File: config.mk
export PLATFORM = sky130hd
export DESIGN_NAME = irq_grant_decoder_flat
export DESIGN_NICKNAME = d
export VERILOG_FILES = /design/src/rtl/irq_grant_decoder_pkg.sv /design/src/rtl/irq_grant_decoder_if.sv /design/src/rtl/irq_grant_decoder_check.sv /design/src/rtl/irq_grant_decoder.sv /design/src/flat_wrapper.sv
export SDC_FILE = /design/constraint.sdc
export NUM_CORES = 1
export LEC_CHECK = 0
export BUFFER_PORTS_ARGS = -buffer_cell sky130_fd_sc_hd__buf_2
export CAP_MARGIN = 0
export CORE_UTILIZATION = 42
export CTS_BUF_LIST = sky130_fd_sc_hd__clkbuf_2 sky130_fd_sc_hd__clkbuf_4 sky130_fd_sc_hd__clkbuf_8
export DETAILED_ROUTE_END_ITERATION = 8
export PLACE_DENSITY_LB_ADDON = 0.3
export SYNTH_ARGS = -nofsm -noshare
export SYNTH_HDL_FRONTEND = slang
export SYNTH_SLANG_ARGS = --single-unit
File: constraint.sdc
create_clock -name CLK -period 8.1 [get_ports CLK]
set_input_delay 0.405 -clock CLK [delete_from_list [all_inputs] [get_ports CLK]]
set_output_delay 0.405 -clock CLK [all_outputs]
set_load 0.005 [all_outputs]
File: src/rtl/irq_grant_decoder_pkg.sv
// Shared types and constants for the interrupt grant decoder.
// Optional feature macro: IRQ_ACK_TIMEOUT_EN (ACK-state timeout).
package irq_pkg;

    typedef enum logic [2:0] {
        IDLE,
        DECODE,
        ACK,
        ERR,
        GAP
    } state_t;

    localparam logic [2:0] ERR_NONE = 3'd0;
    localparam logic [2:0] ERR_BUS  = 3'd1;
    localparam logic [2:0] ERR_CHAN = 3'd2;
    localparam logic [2:0] ERR_SPUR = 3'd3;
    localparam logic [2:0] ERR_TMO  = 3'd4;

    localparam int NUM_BUS_DEF  = 3;
    localparam int NUM_CHAN_DEF = 9;

    // Width needed to address every request line (bus*NUM_CHAN + chan).
    function automatic int idx_width(input int nb, input int nc);
        return (nb * nc > 1) ? $clog2(nb * nc) : 1;
    endfunction

endpackage

File: src/rtl/irq_grant_decoder_if.sv
// Grant handshake plus request/acknowledge lines between the priority
// encoder / requesters (master) and the grant decoder (slave).
interface irq_grant_decoder_if
    import irq_pkg::*;
#(
    parameter int NUM_BUS  = NUM_BUS_DEF,
    parameter int NUM_CHAN = NUM_CHAN_DEF
) ();

    logic                         gnt_vld;
    logic                         gnt_rdy;
    logic [NUM_BUS-1:0]           gnt_bus;
    logic [3:0]                   gnt_chan;
    logic [NUM_BUS*NUM_CHAN-1:0]  req;
    logic [NUM_BUS*NUM_CHAN-1:0]  ack;

    modport master (
        output gnt_vld, gnt_bus, gnt_chan, req,
        input  gnt_rdy, ack
    );

    modport slave (
        input  gnt_vld, gnt_bus, gnt_chan, req,
        output gnt_rdy, ack
    );

endinterface

File: src/rtl/irq_grant_decoder_check.sv
// Combinational validation of a captured grant: one-hot bus check,
// channel range check and flat request index computation.
module irq_grant_check
    import irq_pkg::*;
#(
    parameter int NUM_BUS  = NUM_BUS_DEF,
    parameter int NUM_CHAN = NUM_CHAN_DEF,
    parameter int IW       = idx_width(NUM_BUS_DEF, NUM_CHAN_DEF)
) (
    input  logic [NUM_BUS-1:0] bus_i,
    input  logic [3:0]         chan_i,
    output logic               bus_ok_o,
    output logic               chan_ok_o,
    output logic [IW-1:0]      idx_o
);

    logic [IW-1:0] bus_num;

    // One-hot test, bus number encode and index arithmetic.
    always_comb begin
        bus_ok_o  = (bus_i != '0) && ((bus_i & (bus_i - 1'b1)) == '0);
        chan_ok_o = (int'(chan_i) < NUM_CHAN);
        bus_num   = '0;
        for (int unsigned i = 0; i < NUM_BUS; i++) begin
            if (bus_i[i]) begin
                bus_num = IW'(i);
            end
        end
        idx_o = IW'(int'(bus_num) * NUM_CHAN + int'(chan_i));
    end

endmodule

File: src/rtl/irq_grant_decoder.sv
// Grant decoder: accepts an encoder grant, validates it, drives a one-hot
// acknowledge and runs a four-phase req/ack handshake, counting completions.
// Optional feature macro: IRQ_ACK_TIMEOUT_EN (abandon ACK after TIMEOUT cycles).
module irq_grant_decoder
    import irq_pkg::*;
#(
    parameter int NUM_BUS  = NUM_BUS_DEF,
    parameter int NUM_CHAN = NUM_CHAN_DEF,
    parameter int ACK_GAP  = 2,
    parameter int CNT_W    = 8,
    parameter int TIMEOUT  = 64
) (
    input  logic              CLK,
    input  logic              RST,
    irq_grant_decoder_if.slave gnt,
    output logic              busy,
    output logic              err,
    output logic [2:0]        err_code,
    output logic [CNT_W-1:0]  served_cnt
);

    localparam int NREQ  = NUM_BUS * NUM_CHAN;
    localparam int IW    = idx_width(NUM_BUS, NUM_CHAN);
    localparam int GAP_W = (ACK_GAP > 1) ? $clog2(ACK_GAP) : 1;

    state_t             state_q, state_d;
    logic [NUM_BUS-1:0] bus_q, bus_d;
    logic [3:0]         chan_q, chan_d;
    logic [IW-1:0]      idx_q, idx_d;
    logic [GAP_W-1:0]   gap_q, gap_d;
    logic [CNT_W-1:0]   cnt_q, cnt_d;
    logic               rdy_q, rdy_d;
    logic               busy_q, busy_d;
    logic               err_q, err_d;
    logic [2:0]         code_q, code_d;
    logic [NREQ-1:0]    ack_q, ack_d;

    logic               bus_ok;
    logic               chan_ok;
    logic [IW-1:0]      chk_idx;

`ifdef IRQ_ACK_TIMEOUT_EN
    localparam int TMO_W = (TIMEOUT > 1) ? $clog2(TIMEOUT) : 1;
    logic [TMO_W-1:0]   tmo_q, tmo_d;
`endif

    irq_grant_check #(
        .NUM_BUS  (NUM_BUS),
        .NUM_CHAN (NUM_CHAN),
        .IW       (IW)
    ) u_check (
        .bus_i     (bus_q),
        .chan_i    (chan_q),
        .bus_ok_o  (bus_ok),
        .chan_ok_o (chan_ok),
        .idx_o     (chk_idx)
    );

    // State and registered outputs; reset clears everything immediately.
    always_ff @(posedge CLK or posedge RST) begin
        if (RST) begin
            state_q <= IDLE;
            bus_q   <= '0;
            chan_q  <= '0;
            idx_q   <= '0;
            gap_q   <= '0;
            cnt_q   <= '0;
            rdy_q   <= 1'b0;
            busy_q  <= 1'b0;
            err_q   <= 1'b0;
            code_q  <= ERR_NONE;
            ack_q   <= '0;
`ifdef IRQ_ACK_TIMEOUT_EN
            tmo_q   <= '0;
`endif
        end else begin
            state_q <= state_d;
            bus_q   <= bus_d;
            chan_q  <= chan_d;
            idx_q   <= idx_d;
            gap_q   <= gap_d;
            cnt_q   <= cnt_d;
            rdy_q   <= rdy_d;
            busy_q  <= busy_d;
            err_q   <= err_d;
            code_q  <= code_d;
            ack_q   <= ack_d;
`ifdef IRQ_ACK_TIMEOUT_EN
            tmo_q   <= tmo_d;
`endif
        end
    end

    // Next-state logic; outputs are derived from the next state so that
    // ready, busy and ack change on the same edge as the state.
    always_comb begin
        state_d = state_q;
        bus_d   = bus_q;
        chan_d  = chan_q;
        idx_d   = idx_q;
        gap_d   = gap_q;
        cnt_d   = cnt_q;
        err_d   = 1'b0;
        code_d  = ERR_NONE;
`ifdef IRQ_ACK_TIMEOUT_EN
        tmo_d   = tmo_q;
`endif

        case (state_q)
            IDLE: begin
                if (gnt.gnt_vld && rdy_q) begin
                    bus_d   = gnt.gnt_bus;
                    chan_d  = gnt.gnt_chan;
                    state_d = DECODE;
                end
            end
            DECODE: begin
                if (!bus_ok) begin
                    state_d = ERR;
                    err_d   = 1'b1;
                    code_d  = ERR_BUS;
                end else if (!chan_ok) begin
                    state_d = ERR;
                    err_d   = 1'b1;
                    code_d  = ERR_CHAN;
                end else if (!gnt.req[chk_idx]) begin
                    state_d = ERR;
                    err_d   = 1'b1;
                    code_d  = ERR_SPUR;
                end else begin
                    state_d = ACK;
                    idx_d   = chk_idx;
`ifdef IRQ_ACK_TIMEOUT_EN
                    tmo_d   = '0;
`endif
                end
            end
            ERR: begin
                state_d = IDLE;
            end
            ACK: begin
                if (!gnt.req[idx_q]) begin
                    state_d = GAP;
                    gap_d   = '0;
                    cnt_d   = (cnt_q == '1) ? cnt_q : cnt_q + 1'b1;
                end
`ifdef IRQ_ACK_TIMEOUT_EN
                else if (tmo_q == TMO_W'(TIMEOUT - 1)) begin
                    state_d = GAP;
                    gap_d   = '0;
                    err_d   = 1'b1;
                    code_d  = ERR_TMO;
                end else begin
                    tmo_d   = tmo_q + 1'b1;
                end
`endif
            end
            GAP: begin
                if (gap_q == GAP_W'(ACK_GAP - 1)) begin
                    state_d = IDLE;
                end else begin
                    gap_d   = gap_q + 1'b1;
                end
            end
            default: begin
                state_d = IDLE;
            end
        endcase

        rdy_d  = (state_d == IDLE);
        busy_d = (state_d != IDLE);
        ack_d  = '0;
        if (state_d == ACK) begin
            for (int unsigned i = 0; i < NREQ; i++) begin
                ack_d[i] = (IW'(i) == idx_d);
            end
        end
    end

    assign gnt.gnt_rdy = rdy_q;
    assign gnt.ack     = ack_q;
    assign busy        = busy_q;
    assign err         = err_q;
    assign err_code    = code_q;
    assign served_cnt  = cnt_q;

endmodule

File: src/flat_wrapper.sv
// flat-port wrapper written by rule: the top's interface ports become plain ports
module irq_grant_decoder_flat import irq_pkg::*;
#(
    parameter int NUM_BUS  = NUM_BUS_DEF,
    parameter int NUM_CHAN = NUM_CHAN_DEF,
    parameter int ACK_GAP  = 2,
    parameter int CNT_W    = 8,
    parameter int TIMEOUT  = 64
)
  (CLK, RST, busy, err, err_code, served_cnt, gnt_gnt_vld, gnt_gnt_bus, gnt_gnt_chan, gnt_req, gnt_gnt_rdy, gnt_ack);
  irq_grant_decoder_if #(.NUM_BUS(NUM_BUS), .NUM_CHAN(NUM_CHAN)) gnt_i ();
  input  logic CLK;
  input  logic RST;
  output logic busy;
  output logic err;
  output logic [2:0] err_code;
  output logic [CNT_W-1:0] served_cnt;
  input wire logic [$bits(gnt_i.gnt_vld)-1:0] gnt_gnt_vld;
  input wire logic [$bits(gnt_i.gnt_bus)-1:0] gnt_gnt_bus;
  input wire logic [$bits(gnt_i.gnt_chan)-1:0] gnt_gnt_chan;
  input wire logic [$bits(gnt_i.req)-1:0] gnt_req;
  output wire logic [$bits(gnt_i.gnt_rdy)-1:0] gnt_gnt_rdy;
  output wire logic [$bits(gnt_i.ack)-1:0] gnt_ack;
  assign gnt_i.gnt_vld = gnt_gnt_vld;
  assign gnt_i.gnt_bus = gnt_gnt_bus;
  assign gnt_i.gnt_chan = gnt_gnt_chan;
  assign gnt_i.req = gnt_req;
  assign gnt_gnt_rdy = gnt_i.gnt_rdy;
  assign gnt_ack = gnt_i.ack;
  irq_grant_decoder #(.NUM_BUS(NUM_BUS), .NUM_CHAN(NUM_CHAN), .ACK_GAP(ACK_GAP), .CNT_W(CNT_W), .TIMEOUT(TIMEOUT)) u_core (.CLK(CLK), .RST(RST), .gnt(gnt_i), .busy(busy), .err(err), .err_code(err_code), .served_cnt(served_cnt));
endmodule
# Word-level counts from Yosys, hierarchy flattened
# Index checks and enable logic that the tools add are counted.
dict set report word_totals {
  ff_bits 57
  output_inout_bits 41
  input_bits 37
  wordCells 95
}
dict set report op_classes {
  n_eq_ne 32
  multipliers 1
  mux 29
  n_reduce_logical 12
  addsub 4
  bitwise_logic 3
  n_lt_le_gt_ge 3
}
# op n
set op_table {}
lappend op_table {{equality test 5 bit (first input constant)} 11}
lappend op_table {{equality test 4 x 5 -> 1 bit (first input constant)} 8}
lappend op_table {{2-to-1 mux 27 bit} 1}
lappend op_table {{2-to-1 mux 5 bit} 5}
lappend op_table {{2-to-1 mux 3 bit} 8}
lappend op_table {{equality test 3 x 5 -> 1 bit (first input constant)} 4}
lappend op_table {{less-than comparator 5 x 6 -> 1 bit (second input constant)} 2}
lappend op_table {{one-hot mux 3 bit (4 select lines)} 1}
lappend op_table {{binary-select mux 1 bit (select 5 bit)} 2}
lappend op_table {{equality test 2 x 5 -> 1 bit (first input constant)} 2}
lappend op_table {{2-to-1 mux 1 bit} 10}
lappend op_table {{logical NOT 3 bit} 3}
lappend op_table {{adder 8 x 1 -> 8 bit (second input constant)} 1}
lappend op_table {{equality test 8 bit (second input constant)} 1}
lappend op_table {{equality test 3 x 2 -> 1 bit (second input constant)} 2}
lappend op_table {{nonzero test 3 bit} 2}
lappend op_table {{adder 5 x 4 -> 5 bit} 1}
lappend op_table {{equality test 1 x 5 -> 1 bit (first input constant)} 1}
lappend op_table {{logical NOT 5 bit} 1}
lappend op_table {{multiplier 5 x 4 -> 5 bit (second input constant)} 1}
lappend op_table {{less-than comparator 4 bit (second input constant)} 1}
lappend op_table {{AND reduction 2 bit} 2}
lappend op_table {{AND 3 bit} 1}
lappend op_table {{equality test 3 x 1 -> 1 bit (second input constant)} 1}
lappend op_table {{other kinds (10)} 12}

# Longest topological paths before layout
dict set report logic_depth {
  word_depth 12
  ltp_mapped 13
  depth_no_buf 11
}

# Hierarchy
# From an unflattened synthesis, not the netlist that was laid out.
dict set report unflattened {
  hier_cells 270
  area_unflattened_um2 2967.8
}
# mod area_per_inst_um2 n_inst seq_area_each_um2 cells_each
set by_module_without_submodules {}
lappend by_module_without_submodules {irq_grant_decoder 2796.4 1 1401.3 245}
lappend by_module_without_submodules {irq_grant_check 171.4 1 0.0 25}

# Worst setup path before layout
# No wires, ideal clock.
dict set report synth_timing {
  path_kind {reg2reg}
  from {register u_core.bus_q[1]}
  to {register u_core.idx_q[0]}
  path_buffers 2
  path_stages_with_launch 14
  required_time_ps 7975
  setup_time_ps 125
  arrival_ps 3033
  slack_ps 4942
  period_less_slack_ps 3158
  cell_sequence {dfrtp_1 and2b_1 buf_4 and2_1 ha_1 fa_1 inv_1 mux4_2 nand2_1 nand4_1 a21o_1 buf_2 nand2_1 mux2_2}
}
dict set report synth_via {
  elab_chain_cells 10
  word_cells_on_any_way 15
  cone_classes {2 x add/sub; 1 x mul; 8 x mux; 1 x bitwise; 3 x reduce/logical}
}
# item line
set synth_rtl {}
lappend synth_rtl {{start, declared} irq_grant_decoder.sv:27} ;# logic [NUM_BUS-1:0] bus_q, bus_d;
lappend synth_rtl {{start signal, assigned} irq_grant_decoder.sv:78} ;# bus_q <= bus_d;
lappend synth_rtl {{2-to-1 mux 1 bit} irq_grant_decoder_check.sv:25} ;# if (bus_i[i]) begin
lappend synth_rtl {{2-to-1 mux 5 bit} irq_grant_decoder_check.sv:25}
lappend synth_rtl {{multiplier 5 x 4 -> 5 bit} irq_grant_decoder_check.sv:29} ;# idx_o = IW'(int'(bus_num) * NUM_CHAN + int'(chan_i));
lappend synth_rtl {{adder 5 x 4 -> 5 bit} irq_grant_decoder_check.sv:29}
lappend synth_rtl {{binary-select mux 1 bit (select 5 bit)} irq_grant_decoder.sv:126} ;# end else if (!gnt.req[chk_idx]) begin
lappend synth_rtl {{2-to-1 mux 1 bit (not written as such)} irq_grant_decoder.sv:126}
lappend synth_rtl {{2-to-1 mux 5 bit} irq_grant_decoder.sv:126}
lappend synth_rtl {{2-to-1 mux 5 bit} irq_grant_decoder.sv:122} ;# end else if (!chan_ok) begin
lappend synth_rtl {{2-to-1 mux 5 bit (*)} irq_grant_decoder.sv:118} ;# if (!bus_ok) begin
lappend synth_rtl {{2-to-1 mux 5 bit (*)} irq_grant_decoder.sv:109} ;# case (state_q)
lappend synth_rtl {{named net u_core.idx_d[0]} irq_grant_decoder.sv:29} ;# logic [IW-1:0] idx_q, idx_d;
lappend synth_rtl {{end signal, assigned} irq_grant_decoder.sv:80} ;# idx_q <= idx_d;
lappend synth_rtl {{end, declared} irq_grant_decoder.sv:29}
# The timed path passes the listed nets; every way through them passes the cells marked *. The select of a mux whose other input is x is not followed.
# A chain may end at the register's enable or synchronous reset.

# Worst setup path in the final report
dict set report layout_timing {
  from {register u_core.bus_q[2]}
  to {register u_core.idx_q[0]}
}
dict set report layout_via {
  elab_chain_cells 9
  word_cells_on_any_way 14
  cone_classes {2 x add/sub; 1 x mul; 7 x mux; 1 x bitwise; 3 x reduce/logical}
}
# item line
set layout_rtl {}
lappend layout_rtl {{2-to-1 mux 5 bit} irq_grant_decoder_check.sv:25}
lappend layout_rtl {{multiplier 5 x 4 -> 5 bit} irq_grant_decoder_check.sv:29}
lappend layout_rtl {{adder 5 x 4 -> 5 bit} irq_grant_decoder_check.sv:29}
lappend layout_rtl {{binary-select mux 1 bit (select 5 bit)} irq_grant_decoder.sv:126}
lappend layout_rtl {{2-to-1 mux 1 bit (not written as such)} irq_grant_decoder.sv:126}
lappend layout_rtl {{2-to-1 mux 5 bit} irq_grant_decoder.sv:126}
lappend layout_rtl {{2-to-1 mux 5 bit} irq_grant_decoder.sv:122}
lappend layout_rtl {{2-to-1 mux 5 bit (*)} irq_grant_decoder.sv:118}
lappend layout_rtl {{2-to-1 mux 5 bit (*)} irq_grant_decoder.sv:109}
lappend layout_rtl {{named net u_core.idx_d[0]} irq_grant_decoder.sv:29}
# Marked as above.

==> impl.org <==
** GRT
- Across every metal layer, demand over resource in global routing totals 19.7%.
- The first global-routing pass estimated 11.5 mm of wire.
- Maximum number of pins on one net before global-route repair :: 57
- The number of global-route vias before repair is 2,469.
- Antenna violations before repair :: 0
- Overflow after GRT :: 0

** Min path
- In this run the worst hold path is classified as in2reg.

** Timing
- Adding up every negative setup slack in the final design gives 0 ps.
- At the pin with the least slew margin, the transition time is 1150 ps.
- Derived from the worst setup path, the maximum achievable clock frequency is 262 MHz.
- Setup violations remaining at the end of the flow were counted as 0.
- Relative slew slack :: 23.0%
- The number of hold-slack violations in the final timing report is 0.
- The worst path needs 3820 ps of the cycle, external delays included.
- Worst clock skew :: 10.0 ps
- The number of max-slew violations in the final report came to 0.
- Share of the clock period used by the worst path :: 47.1%
- Setup repair after global routing missed its margin :: no

** Pwr
- Static leakage :: 1.70 nW
- Across the VDD grid, the largest voltage drop is 209 µV.
- Power density over the cells :: 384 mW/mm²
- Power, Total :: 1.37 mW

** Drt
- Vias per std cell :: 5.63
- Summing over every cut layer, the via total after detailed routing is 2,520.
- DRC marker count from the first detailed-route iteration :: 178
- In this run the remaining antenna-violating nets after routing total 0.
- Dividing the detail-routed wire length by the instance count gives 15.5 µm.
- Post-route DRC :: 0
- First-pass detailed-route iteration total :: 5
- Wires add up to 6.95 mm.

** Finish
- Cell area after layout :: 0.00357 mm²
- The post-route netlist has 30.7% of its cells at a drive strength greater than 1.
- Final antenna diode count :: 0
- Area added between synthesis and finish :: 16.5%
- At the end of the flow, the number of nets in the layout was 393.
- Count of filler cells inserted in the layout :: 667

** Clock tree
- Clock Tree Root :: sky130_fd_sc_hd__clkbuf_8
- Buffers inserted by post-CTS timing repair :: 0
- Buffers inserted to repair hold after CTS numbered 0.
- Gates resized during post-CTS repair numbered 0.
- Max H-tree Level :: 2
- Clock tree from TritonCTS :: built
- TritonCTS created 5 clock buffers.
- No sink is reached through more buffers than the 2 on the longest clock path.
- Clock-pin slew was measured on the worst setup and hold paths at 100 ps.
- Clk Latency, worst-skew pair :: 320 ps
- The clock net in this run drives a total of 56 sinks.

** Setup path
- Type of element launching the critical path :: register
- Maximum cell stage delay along the critical path :: 580 ps
- The signal on the critical path passes through and2b_1, and2_1, ha_1, fa_1, or2_2, o22ai_1, nor3_1, o21ai_0, a21o_1, nand2_1, mux2_2.
- WP data arrival :: 4030 ps
- Data on the critical path is required at its endpoint by 8310 ps.
- Of all nets on the critical path, the largest fanout is 22.
- Worst Setup Path Type :: reg2reg
- In this run the register-to-register setup slack is 4280 ps.
- The worst setup path is captured at a register.
- Slowest-stage cell, CP :: sky130_fd_sc_hd__a21o_1

** Synthesis
- After synthesis, the share of flip-flops with an asynchronous set or reset is 100%.
- After synthesis the netlist holds a flip-flop and latch count of 56.
- Top area cells in the synthesized netlist :: sky130_fd_sc_hd__dfrtp_1 (46%), sky130_fd_sc_hd__mux2i_1 (4.9%), sky130_fd_sc_hd__o32ai_1 (4.3%)
- The number of nets in the synthesized netlist is 326.
- The netlist uses 54 different library cells.
- The Yosys step of the flow raised 0 warnings.
- In this run the mean area of a mapped cell was 10.8 µm².
- Post-synth EDFFs :: 0
- Area fraction of the dominant cell type after synthesis :: 45.7%
- Cell count after synthesis :: 284
- The synthesized design spends more area on one cell type than any other, namely sky130_fd_sc_hd__dfrtp_1.
- Share of the yosys chip area belonging to registers :: 45.7%
- The most used flip-flop cell after synthesis is sky130_fd_sc_hd__dfrtp_1.
- After synthesis the cells add up to 0.00307 mm².

** Floorplanning
- Die boundary width :: 87.5 µm
- The floorplan step defined a die boundary enclosing 0.00765 mm².
- Num rows :: 30
- Initial core utilization :: 44.4%
- From bottom edge to top edge, the die measures 87.5 µm.
- Total core area :: 0.00691 mm²
- Boundary Pins :: 78

** Job
- Across the run, the number of max-cap violations was 0.

** Place
- Number of input and output port buffers inserted :: 76
- The congestion estimate from routability-driven global placement came to 0.864.
- Instance area after placement :: 0.00348 mm²
- Placed wire-length estimate after detailed placement :: 5.23 mm

** Run status
- Run status :: finished clean
-- critical path, delay by kind of cell (launching register included) --
family | cells | cell delay (ps)
fa+ha+maj | 2 | 710
flops | 1 | 430
simple gates | 5 | 1310
mux | 1 | 310
compound gates | 3 | 960
-- synth_stat cells (2+ instances only) --
master,n
sky130_fd_sc_hd__dfrtp_1,56
sky130_fd_sc_hd__nand2_1,21
sky130_fd_sc_hd__o22ai_1,17
sky130_fd_sc_hd__mux2i_1,15
sky130_fd_sc_hd__o32ai_1,15
sky130_fd_sc_hd__nand3_1,12
sky130_fd_sc_hd__mux2_2,11
sky130_fd_sc_hd__xnor2_1,10
sky130_fd_sc_hd__inv_1,9
sky130_fd_sc_hd__nand4_1,8
sky130_fd_sc_hd__nor2_1,8
sky130_fd_sc_hd__nor3_1,7
sky130_fd_sc_hd__o21ai_0,7
sky130_fd_sc_hd__a21oi_1,6
sky130_fd_sc_hd__a31oi_1,5
sky130_fd_sc_hd__buf_2,5
sky130_fd_sc_hd__clkbuf_1,5
sky130_fd_sc_hd__and3_1,4
sky130_fd_sc_hd__ha_1,4
sky130_fd_sc_hd__nand2b_1,4
sky130_fd_sc_hd__mux4_1,3
sky130_fd_sc_hd__nand3b_1,3
sky130_fd_sc_hd__nor3b_1,3
sky130_fd_sc_hd__or2_2,3
sky130_fd_sc_hd__xor2_1,3
sky130_fd_sc_hd__a21o_1,2
sky130_fd_sc_hd__and2_1,2
sky130_fd_sc_hd__buf_1,2
sky130_fd_sc_hd__buf_4,2
sky130_fd_sc_hd__buf_6,2
sky130_fd_sc_hd__mux4_2,2
sky130_fd_sc_hd__nor2b_1,2
sky130_fd_sc_hd__o211ai_1,2
sky130_fd_sc_hd__or2_1,2
sky130_fd_sc_hd__or3_1,2
sky130_fd_sc_hd__or3b_2,2
-- layer usage --
metal / wire length (µm) / up-vias / part of all wire, % / GRT usage (%)
met2: 3300 / 97 / 47 / 31.3
met5: 0 / - / 0 / 0
met3: 427 / 7 / 6.1 / 3.22
li1: - / 1203 / - / -
met1: 3140 / 1213 / 45 / 26.8
met4: 87 / 0 / 1.3 / 7.75
-- area by class of cell --
| cell class | instances | area [µm²] | area share (%) |
|---|---|---|---|
| flip-flops and latches | 56 | 1400 | 39.2 |
| inverters | 9 | 33.8 | 0.945 |
| well taps | 96 | 120 | 3.36 |
| repair buffers | 76 | 380 | 10.6 |
| clock buffers | 5 | 68.8 | 1.93 |
| clock inverters | 3 | 26.3 | 0.735 |
| multi-input cells | 203 | 1540 | 43.2 |
-- flip-flops by register name, summed over array words and instances (netlist names), 2 cells and up --
signal,flops
u_core.served_cnt,8
u_core.err_code,2
u_core.state_q,3
u_core.gnt.ack,27
u_core.chan_q,4
u_core.bus_q,3
u_core.idx_q,5
-- final timing paths --
check                                                        end                             start  cells past startpoint
worst max register to register         u_core.idx_q[0]$_DFF_PP0_       u_core.bus_q[2]$_DFFE_PP0P_                     11
worst max-delay path                   u_core.idx_q[0]$_DFF_PP0_       u_core.bus_q[2]$_DFFE_PP0P_                     11
min in group asynchronous       u_core.served_cnt[6]$_DFFE_PP0P_                               RST                      2
max in group asynchronous            u_core.state_q[1]$_DFF_PP0_                               RST                      2
worst min-delay path                 u_core.bus_q[2]$_DFFE_PP0P_                    gnt_gnt_bus[2]                      3
worst min register to register  u_core.served_cnt[4]$_DFFE_PP0P_  u_core.served_cnt[4]$_DFFE_PP0P_                      1
-- kinds of logic after synthesis --
kind of cell | synth area share [%]
other | 0.122
multiplexers | 13.3
adder cells (fa/ha/maj) | 2.61
XOR/XNOR | 4.24
buffers and inverters | 4.00
flip-flops | 45.7
AND/OR/NAND/NOR | 15.3
AO/OA/AOI/OAI | 14.7
-- placed cells by master (no fill, tap or decap), types with 4 or more instances in the layout --
cell,instances
sky130_fd_sc_hd__nor3_1,7
sky130_fd_sc_hd__nand2b_1,4
sky130_fd_sc_hd__o22ai_1,17
sky130_fd_sc_hd__a21oi_1,6
sky130_fd_sc_hd__dfrtp_1,56
sky130_fd_sc_hd__o32ai_1,15
sky130_fd_sc_hd__xnor2_1,10
sky130_fd_sc_hd__nand3_1,12
sky130_fd_sc_hd__inv_1,8
sky130_fd_sc_hd__clkbuf_8,5
sky130_fd_sc_hd__nand2_1,21
sky130_fd_sc_hd__mux2_2,11
sky130_fd_sc_hd__o21ai_0,7
sky130_fd_sc_hd__buf_2,76
sky130_fd_sc_hd__mux2i_1,15
sky130_fd_sc_hd__nor2_1,8
sky130_fd_sc_hd__nand4_1,8
sky130_fd_sc_hd__and3_1,4
sky130_fd_sc_hd__a31oi_1,5
sky130_fd_sc_hd__ha_1,4
-- through the flow --
stage / worst slack [ps] / cells / hold WS [ps] / utilization [%]
finish: 4280 / 448 / 311 / 51.8
global route: 4020 / 448 / 308 / 51.8
CTS: 4330 / 448 / 311 / 51.8
detailed placement: 4370 / 440 / 484 / 50.4
global placement: 4500 / 440 / 472 / 50.4
floorplan: 4940 / 284 / 481 / -
-- report_power, final --
part | leakage (nW) | total [mW] | internal [mW] | switching (mW)
logic | 0.909 | 0.779 | 0.307 | 0.473
clock network | 0.0491 | 0.161 | 0.0638 | 0.0970
registers | 0.742 | 0.432 | 0.340 | 0.0920
No activity file was read; power rests on OpenSTA's default activity.
